### src/rtl/p17_usb_pkg.sv
// Shared definitions for the multi-channel bulk endpoint: endpoint field
// width, IN-side transfer states and a constant-foldable clog2.
package p17_usb_pkg;

  localparam int ENDP_W            = 4;
  localparam int BYTE_W            = 8;
  localparam int ENDP_BASE_DEFAULT = 1;

  // IN transfer progress for one channel.
  typedef enum logic [1:0] {
    IN_IDLE     = 2'd0,
    IN_SEND     = 2'd1,
    IN_WAIT_ACK = 2'd2
  } in_state_e;

  // Ceiling log2, usable in parameter expressions.
  function automatic int p17_clog2(input int value);
    int result;
    int v;
    result = 0;
    v      = value - 1;
    while (v > 0) begin
      result = result + 1;
      v      = v >>> 1;
    end
    return result;
  endfunction

endpackage

### src/rtl/p17_spec_fifo.sv
// Byte FIFO with speculative and committed pointers on both sides.
// Writes land at the speculative write pointer and become readable once
// committed; reads advance a speculative read pointer and only free space
// once committed. Either side can roll its speculative pointer back.
module p17_spec_fifo
  import p17_usb_pkg::*;
#(
  parameter int DEPTH = 16,
  parameter int PW    = p17_clog2(DEPTH) + 1
) (
  input  logic              clk_i,
  input  logic              rstn_i,
  input  logic              flush_i,
  input  logic              wr_en_i,
  input  logic [BYTE_W-1:0] wr_data_i,
  input  logic              wr_commit_i,
  input  logic              wr_rollback_i,
  input  logic              rd_en_i,
  input  logic              rd_commit_i,
  input  logic              rd_rollback_i,
  output logic [BYTE_W-1:0] rd_data_o,
  output logic [PW-1:0]     wr_spec_o,
  output logic [PW-1:0]     wr_com_o,
  output logic [PW-1:0]     rd_com_o
);

  localparam int AW = PW - 1;

  logic [BYTE_W-1:0] mem [DEPTH];
  logic [PW-1:0]     wr_spec_q, wr_com_q, rd_spec_q, rd_com_q;
  logic [PW-1:0]     wr_spec_inc, rd_spec_inc;

  // A commit in the same cycle as a data move publishes the moved position.
  assign wr_spec_inc = wr_spec_q + PW'(wr_en_i);
  assign rd_spec_inc = rd_spec_q + PW'(rd_en_i);

  // Storage array; contents need no reset since pointers gate visibility.
  always_ff @(posedge clk_i) begin
    if (wr_en_i) mem[wr_spec_q[AW-1:0]] <= wr_data_i;
  end

  // Pointer registers: flush empties everything, rollback beats advance.
  always_ff @(posedge clk_i or negedge rstn_i) begin
    if (!rstn_i) begin
      wr_spec_q <= '0;
      wr_com_q  <= '0;
      rd_spec_q <= '0;
      rd_com_q  <= '0;
    end else if (flush_i) begin
      wr_spec_q <= '0;
      wr_com_q  <= '0;
      rd_spec_q <= '0;
      rd_com_q  <= '0;
    end else begin
      wr_spec_q <= wr_rollback_i ? wr_com_q : wr_spec_inc;
      if (wr_commit_i) wr_com_q <= wr_spec_inc;
      rd_spec_q <= rd_rollback_i ? rd_com_q : rd_spec_inc;
      if (rd_commit_i) rd_com_q <= rd_spec_inc;
    end
  end

  assign rd_data_o = mem[rd_spec_q[AW-1:0]];
  assign wr_spec_o = wr_spec_q;
  assign wr_com_o  = wr_com_q;
  assign rd_com_o  = rd_com_q;

endmodule

### src/rtl/p17_multi_bulk_endp.sv
// N bulk IN/OUT channel pairs behind one SIE port. Each channel owns an IN
// FIFO (app writes, USB reads with retransmit on a repeated token) and an
// OUT FIFO (USB writes a packet speculatively, app sees it only on commit).
// Handshake: app_in_* and app_out_* follow valid/ready -- a byte moves on a
// rising clock edge where both valid and ready are high; valid never waits
// on ready. On the SIE side an IN byte moves when in_valid_o and in_ready_i
// are both high.
module p17_multi_bulk_endp
  import p17_usb_pkg::*;
#(
  parameter int N_CHAN    = 2,
  parameter int ENDP_BASE = ENDP_BASE_DEFAULT,
  parameter int IN_MPS    = 8,
  parameter int OUT_MPS   = 8,
  parameter int DEPTH     = 16
) (
  input  logic                  clk_i,
  input  logic                  rstn_i,
  input  logic                  usb_reset_i,
  input  logic [ENDP_W-1:0]     endp_i,
  input  logic                  in_req_i,
  input  logic                  in_ready_i,
  input  logic                  in_data_ack_i,
  output logic [BYTE_W-1:0]     in_data_o,
  output logic                  in_valid_o,
  output logic                  in_zlp_o,
  input  logic [BYTE_W-1:0]     out_data_i,
  input  logic                  out_valid_i,
  input  logic                  out_commit_i,
  input  logic                  out_err_i,
  output logic                  out_nak_o,
  input  logic [8*N_CHAN-1:0]   app_in_data_i,
  input  logic [N_CHAN-1:0]     app_in_valid_i,
  output logic [N_CHAN-1:0]     app_in_ready_o,
  output logic [8*N_CHAN-1:0]   app_out_data_o,
  output logic [N_CHAN-1:0]     app_out_valid_o,
  input  logic [N_CHAN-1:0]     app_out_ready_i
);

  localparam int PW = p17_clog2(DEPTH) + 1;

  logic [N_CHAN-1:0]              ch_hit;
  logic [N_CHAN-1:0]              ch_in_valid;
  logic [N_CHAN-1:0]              ch_in_zlp;
  logic [N_CHAN-1:0]              ch_nak;
  logic [N_CHAN-1:0][BYTE_W-1:0]  ch_in_data;

  for (genvar c = 0; c < N_CHAN; c++) begin : g_chan
    localparam logic [ENDP_W-1:0] EP = ENDP_W'(ENDP_BASE + c);

    // ---------------- IN direction ----------------
    logic [PW-1:0]     iw_spec, iw_com, ir_com;
    logic [PW-1:0]     in_level, in_take;
    logic [BYTE_W-1:0] in_byte;
    logic              in_wr, in_rd, in_ack, in_restart;
    in_state_e         state_q, state_d;
    logic [PW-1:0]     cnt_q, cnt_d, len_q, len_d;
    logic              zlp_q, zlp_d;

    assign ch_hit[c] = (endp_i == EP);

    assign app_in_ready_o[c] = (iw_spec - ir_com) < PW'(DEPTH);
    assign in_wr             = app_in_valid_i[c] & app_in_ready_o[c];

    // Packet size is taken from committed data so a retransmit resends it all.
    assign in_level   = iw_com - ir_com;
    assign in_take    = (in_level > PW'(IN_MPS)) ? PW'(IN_MPS) : in_level;
    assign in_restart = ch_hit[c] & in_req_i;
    assign in_ack     = ch_hit[c] & in_data_ack_i & (state_q != IN_IDLE);
    assign in_rd      = ch_in_valid[c] & in_ready_i;

    assign ch_in_valid[c] = ch_hit[c] & (state_q == IN_SEND) & (cnt_q != '0);
    assign ch_in_zlp[c]   = ch_hit[c] & (state_q == IN_SEND) & (len_q == '0) & zlp_q;
    assign ch_in_data[c]  = in_byte;

    p17_spec_fifo #(.DEPTH(DEPTH), .PW(PW)) u_in_fifo (
      .clk_i         (clk_i),
      .rstn_i        (rstn_i),
      .flush_i       (usb_reset_i),
      .wr_en_i       (in_wr),
      .wr_data_i     (app_in_data_i[c*8 +: 8]),
      .wr_commit_i   (in_wr),
      .wr_rollback_i (1'b0),
      .rd_en_i       (in_rd),
      .rd_commit_i   (in_ack),
      .rd_rollback_i (in_restart),
      .rd_data_o     (in_byte),
      .wr_spec_o     (iw_spec),
      .wr_com_o      (iw_com),
      .rd_com_o      (ir_com)
    );

    // IN transfer state register.
    always_ff @(posedge clk_i or negedge rstn_i) begin
      if (!rstn_i) begin
        state_q <= IN_IDLE;
        cnt_q   <= '0;
        len_q   <= '0;
        zlp_q   <= 1'b0;
      end else begin
        state_q <= state_d;
        cnt_q   <= cnt_d;
        len_q   <= len_d;
        zlp_q   <= zlp_d;
      end
    end

    // IN next state: bus reset, then new token, then ack, then byte progress.
    // A zero-length packet stays in SEND until acked or re-requested.
    always_comb begin
      state_d = state_q;
      cnt_d   = cnt_q;
      len_d   = len_q;
      zlp_d   = zlp_q;
      if (usb_reset_i) begin
        state_d = IN_IDLE;
        cnt_d   = '0;
        len_d   = '0;
        zlp_d   = 1'b0;
      end else if (in_restart) begin
        state_d = IN_SEND;
        cnt_d   = in_take;
        len_d   = in_take;
      end else if (in_ack) begin
        state_d = IN_IDLE;
        cnt_d   = '0;
        zlp_d   = (len_q == PW'(IN_MPS));
      end else if (in_rd) begin
        cnt_d = cnt_q - PW'(1);
        if (cnt_q == PW'(1)) state_d = IN_WAIT_ACK;
      end
    end

    // ---------------- OUT direction ----------------
    logic [PW-1:0] ow_spec, ow_com, or_com, o_fill;
    logic          o_full, o_wr, o_commit, o_roll, o_read, bad_q;

    assign o_fill    = ow_spec - or_com;
    assign o_full    = (o_fill == PW'(DEPTH));
    assign ch_nak[c] = ch_hit[c] & (o_fill > PW'(DEPTH - OUT_MPS));
    assign o_wr      = ch_hit[c] & out_valid_i & ~o_full;
    assign o_commit  = ch_hit[c] & out_commit_i & ~bad_q;
    assign o_roll    = ch_hit[c] & (out_err_i | (out_commit_i & bad_q));

    assign app_out_valid_o[c] = (ow_com != or_com);
    assign o_read             = app_out_valid_o[c] & app_out_ready_i[c];

    p17_spec_fifo #(.DEPTH(DEPTH), .PW(PW)) u_out_fifo (
      .clk_i         (clk_i),
      .rstn_i        (rstn_i),
      .flush_i       (usb_reset_i),
      .wr_en_i       (o_wr),
      .wr_data_i     (out_data_i),
      .wr_commit_i   (o_commit),
      .wr_rollback_i (o_roll),
      .rd_en_i       (o_read),
      .rd_commit_i   (o_read),
      .rd_rollback_i (1'b0),
      .rd_data_o     (app_out_data_o[c*8 +: 8]),
      .wr_spec_o     (ow_spec),
      .wr_com_o      (ow_com),
      .rd_com_o      (or_com)
    );

    // Bad-packet flag: set by a dropped byte, cleared when the packet ends.
    always_ff @(posedge clk_i or negedge rstn_i) begin
      if (!rstn_i) begin
        bad_q <= 1'b0;
      end else if (usb_reset_i) begin
        bad_q <= 1'b0;
      end else if (ch_hit[c] & (out_commit_i | out_err_i)) begin
        bad_q <= 1'b0;
      end else if (ch_hit[c] & out_valid_i & o_full) begin
        bad_q <= 1'b1;
      end
    end
  end

  assign in_valid_o = |ch_in_valid;
  assign in_zlp_o   = |ch_in_zlp;
  assign out_nak_o  = |ch_nak;

  // IN byte comes from whichever channel the current token addresses.
  always_comb begin
    in_data_o = '0;
    for (int c = 0; c < N_CHAN; c++) begin
      if (ch_hit[c]) in_data_o = ch_in_data[c];
    end
  end

endmodule
### config.mk
export PLATFORM = sky130hd
export DESIGN_NAME = p17_multi_bulk_endp
export DESIGN_NICKNAME = d
export VERILOG_FILES = /design/src/rtl/p17_usb_pkg.sv /design/src/rtl/p17_spec_fifo.sv /design/src/rtl/p17_multi_bulk_endp.sv
export SDC_FILE = /design/constraint.sdc
export NUM_CORES = 1
export LEC_CHECK = 0
export ABC_AREA = 1
export BUFFER_PORTS_ARGS = -buffer_cell sky130_fd_sc_hd__buf_4
export CAP_MARGIN = 20
export CORE_MARGIN = 2
export CORE_UTILIZATION = 60
export DETAILED_ROUTE_END_ITERATION = 6
export PLACE_DENSITY = 0.87
export SETUP_SLACK_MARGIN = 0.02
export SLEW_MARGIN = 20
export SYNTH_ARGS = -nofsm -noshare
export SYNTH_HDL_FRONTEND = slang
export SYNTH_SLANG_ARGS = --single-unit
### constraint.sdc
create_clock -name clk_i -period 3.3 [get_ports clk_i]
set_input_delay 0.33 -clock clk_i [delete_from_list [all_inputs] [get_ports clk_i]]
set_output_delay 0.33 -clock clk_i [all_outputs]
set_load 0.01 [all_outputs]
==> impl_metrics.py <==
metrics = {
    "clock_network": {
        "cts_tree": "done",
        "cts_resized": 0,
        "clock_sinks": 620,
        "clk_pin_slew_ns": 0.06,
        "cts_buffer_depth": 3,
        "numCtsBuffers": 59,
        "htreeDepth": 2,
        "clock_latency_ns": 0.62,
        "cts.root.buffer_cell": "clkbuf_16",
        "cts_setup_buffers": 0,
    },
    "global_route": {
        "grt_pass1_wl_mm": 98.3,
        "grt_use_total_pct": 26.6,
        "grt_overflow": 0,
        "grt_max_degree": 82,
        "grt_pass1_vias": 18600,
        "antenna_found_initial": 0,
    },
    "synthesis": {
        "netlist.area_leader.share_pct": 56.6,
        "async_flop_share_pct": 17.4,
        "synth_most_common_cell": "edfxtp_1",
        "synth_area_leader_cell": "edfxtp_1",
        "synth_ff_type": "edfxtp_1",
        "syn-num-nets": 2533,
        "avgSynthCellArea_um2": 11.1,
        "netlist_area_um2": 27200,
        "synth.distinct_cells": 50,
        "yosysSeqAreaShare_pct": 66.5,
        "syn_inst": 2446,
        "ys_ff_latch": 620,
        "yosysWarnings": 0,
        "netlist_top_cells_count": "edfxtp_1, nand2_1, nor2_1",
        "synth_edf_count": 512,
        "synth.area.top_cells": "edfxtp_1, dfrtp_1, nand2_1, o21ai_0, nor2_1",
    },
    "sta": {
        "skew_ns": 0.0251,
        "hold_viol": 0,
        "setup_slack_ns": 0.135,
        "worst_pin_slew_ns": 0.852,
        "rsz0062_at_grt": "false",
        "fmaxAchievable_mhz": 316,
        "fin_crit_sh_pct": 95.9,
        "relSlewSlack_pct": 43.2,
        "setup_viol": 0,
        "tns_ns": 0,
        "fin_crit_ns": 3.17,
        "maxSlewViolCount": 0,
    },
    "min_path": {
        "min_to": "g_chan[1].u_out_fifo.rd_com_o[0]$_DFFE_PN0P_",
        "whs_path_depth": 4,
        "min_from": "app_out_ready_i[1]",
        "hp-class": "in2reg",
    },
    "floorplanning": {
        "core_area_um2": 44400,
        "die_h_um": 217,
        "initial_core_util_pct": 61.2,
        "io_pins": 72,
        "die-area_um2": 47000,
        "fp.dieW_um": 217,
        "rows": 77,
    },
    "placed_design": {
        "post-place-ws_ns": 0.455,
        "place.gp.congestion": 0.912,
        "dp_hpwl_mm": 39.7,
        "portBuffers": 71,
    },
    "routing": {
        "met2_length_mm": 30.6,
        "viasPerCell": 6.02,
        "wl_mm": 62.0,
        "dr.first_iter.drc_count": 2510,
        "ant_nets": 0,
        "dr.pass1.iters": 6,
        "wl_met3_mm": 5.44,
        "highest_layer": "met4",
        "drc": 0,
        "via_count": 18800,
        "met1_length_mm": 23.4,
        "wire_per_inst_um": 19.8,
    },
    "critical_path": {
        "critPathLaunch": "g_chan[1].u_in_fifo.rd_spec_q[1]$_DFF_PN0_",
        "cp-end-kind": "output pin",
        "cp.arrival_ns": 2.84,
        "r2r_start": "g_chan[0].u_out_fifo.wr_spec_o[2]$_DFF_PN0_",
        "reg2reg_to": "g_chan[0].u_out_fifo.mem[7][1]$_DFFE_PP_",
        "required_ns": 2.97,
        "cp_max_fo": 40,
        "reg2reg_depth": 9,
        "rrSetupSlack_ns": 0.43,
        "path_class": "reg2out",
        "cp-start-kind": "register",
    },
    "layout": {
        "drive_gt1_share_pct": 9.42,
        "syn2layout_area_growth_pct": 10.5,
        "nFillCells": 2970,
        "nNetsFinal": 2574,
        "diodes": 0,
        "multi_input_area_um2": 7540,
        "regArea_um2": 18100,
    },
    "outcome": {
        "status": "completed",
    },
    "power_and_ir_drop": {
        "p_leak_nw": 11.3,
        "vdd_ir_drop_max_uv": 545,
        "power.density_nw_per_um2": 535,
    },
    "flow_run": {
        "drv_cap": 0,
    },
}
state kept, by name (all words and copies together), names as in the netlist:
name / cells
g_chan.bad_q: 2
g_chan.cnt_q: 10
g_chan.len_q: 10
g_chan.state_q: 4
g_chan.u_in_fifo.mem: 256
g_chan.u_in_fifo.rd_com_o: 10
g_chan.u_in_fifo.rd_spec_q: 10
g_chan.u_in_fifo.wr_com_o: 10
g_chan.u_in_fifo.wr_spec_o: 10
g_chan.u_out_fifo.mem: 256
g_chan.u_out_fifo.rd_com_o: 10
g_chan.u_out_fifo.rd_spec_q: 10
g_chan.u_out_fifo.wr_com_o: 10
g_chan.u_out_fifo.wr_spec_o: 10
g_chan.zlp_q: 2
what timing repair did:
action,CTS,global route
endpoints found under the setup margin,0,0
hold endpoints to repair,50,0
hold buffers,1,0
worst max path at each step:
| stage | endpoint | slack, ns | depth (start not counted) |
|---|---|---|---|
| 2_1_floorplan | g_chan[1].u_out_fifo.wr_com_o[4]$_DFFE_PN0P_ | 1.01 | 12 |
| 4_1_cts | in_data_o[1] | 0.15 | 9 |
| 3_5_place_dp | g_chan[0].u_out_fifo.mem[11][2]$_DFFE_PP_ | 0.46 | 9 |
| 6_report | in_data_o[1] | 0.13 | 9 |
| 5_1_grt | in_data_o[1] | 0.03 | 9 |
| 3_3_place_gp | g_chan[0].u_out_fifo.mem[15][4]$_DFFE_PP_ | 0.62 | 9 |
critical path: stages, from the launching register on:
cell     delay (ns)
dfrtp_2        0.83
buf_4          0.42
a21oi_1        0.10
o21ai_0        0.17
nand3_1        0.12
nand3_1        0.11
nand2_1        0.08
nand2_1        0.11
nand2_1        0.11
buf_4          0.16
cells by family after synthesis:
| group | count (synthesis) | synth area share (%) |
|---|---|---|
| adders and majority gates | 46 | 2.17 |
| buffers and inverters | 377 | 5.72 |
| and+or+nand+nor | 851 | 13.5 |
| AOI/OAI and AO/OA | 520 | 11.0 |
| xor gates and xnor gates | 32 | 1.03 |
| DFF | 620 | 66.5 |
power breakdown:
| group | leakage, nW | total, W | internal, W | switching [W] |
|---|---|---|---|---|
| sequential | 6.10 | 0.00863 | 0.00857 | 0.0000536 |
| combinational | 4.30 | 0.000675 | 0.000187 | 0.000488 |
| clock | 0.946 | 0.00676 | 0.00383 | 0.00293 |
metal layers:
metal  up-vias  GRT usage [%]
met5         -              0
met4         0           11.1
met3       197           4.61
met2      1017           44.8
met1      8997           34.6
li1       8611              -
through the flow:
stage | std cells | area, um^2 | utilization [%] | power, W | hold slack [ns]
after global placement | 3017 | 28100 | 63.3 | 0.00942 | 0.396
final | 3128 | 30000 | 67.6 | 0.0161 | 0.0485
after detailed placement | 3017 | 28100 | 63.3 | 0.00945 | 0.405
after CTS | 3128 | 30000 | 67.6 | 0.0161 | 0.0300
after global routing | 3128 | 30000 | 67.6 | 0.0165 | 0.0530
after floorplan | 2446 | 27200 | - | 0.00912 | 0.0344
final cells by class:
| class | instances | area share [%] |
|---|---|---|
| multi-input cells | 1449 | 25.1 |
| inverters | 267 | 3.36 |
| flip-flops and latches | 620 | 60.2 |
| repair buffers | 90 | 2.43 |
| well taps | 592 | 2.47 |
| clock buffers | 64 | 4.98 |
| clock inverters | 46 | 1.42 |
layout by cell type (no fill, tap or decap), types with 13 or more instances in the layout:
cell | netlist | routed
o22ai_1 | 36 | 36
ha_1 | 44 | 44
clkinv_2 | 0 | 20
nand3_1 | 187 | 187
nand2_2 | 14 | 14
o221ai_1 | 20 | 20
o211ai_1 | 75 | 75
xor2_1 | 19 | 19
o21ai_0 | 248 | 248
edfxtp_1 | 512 | 512
buf_4 | 5 | 85
inv_1 | 256 | 255
xnor2_1 | 13 | 13
nor2_1 | 257 | 257
a21oi_1 | 107 | 107
nand2_1 | 349 | 349
clkbuf_16 | 0 | 59
dfrtp_1 | 108 | 103
Power figures use the tool's default switching activity.
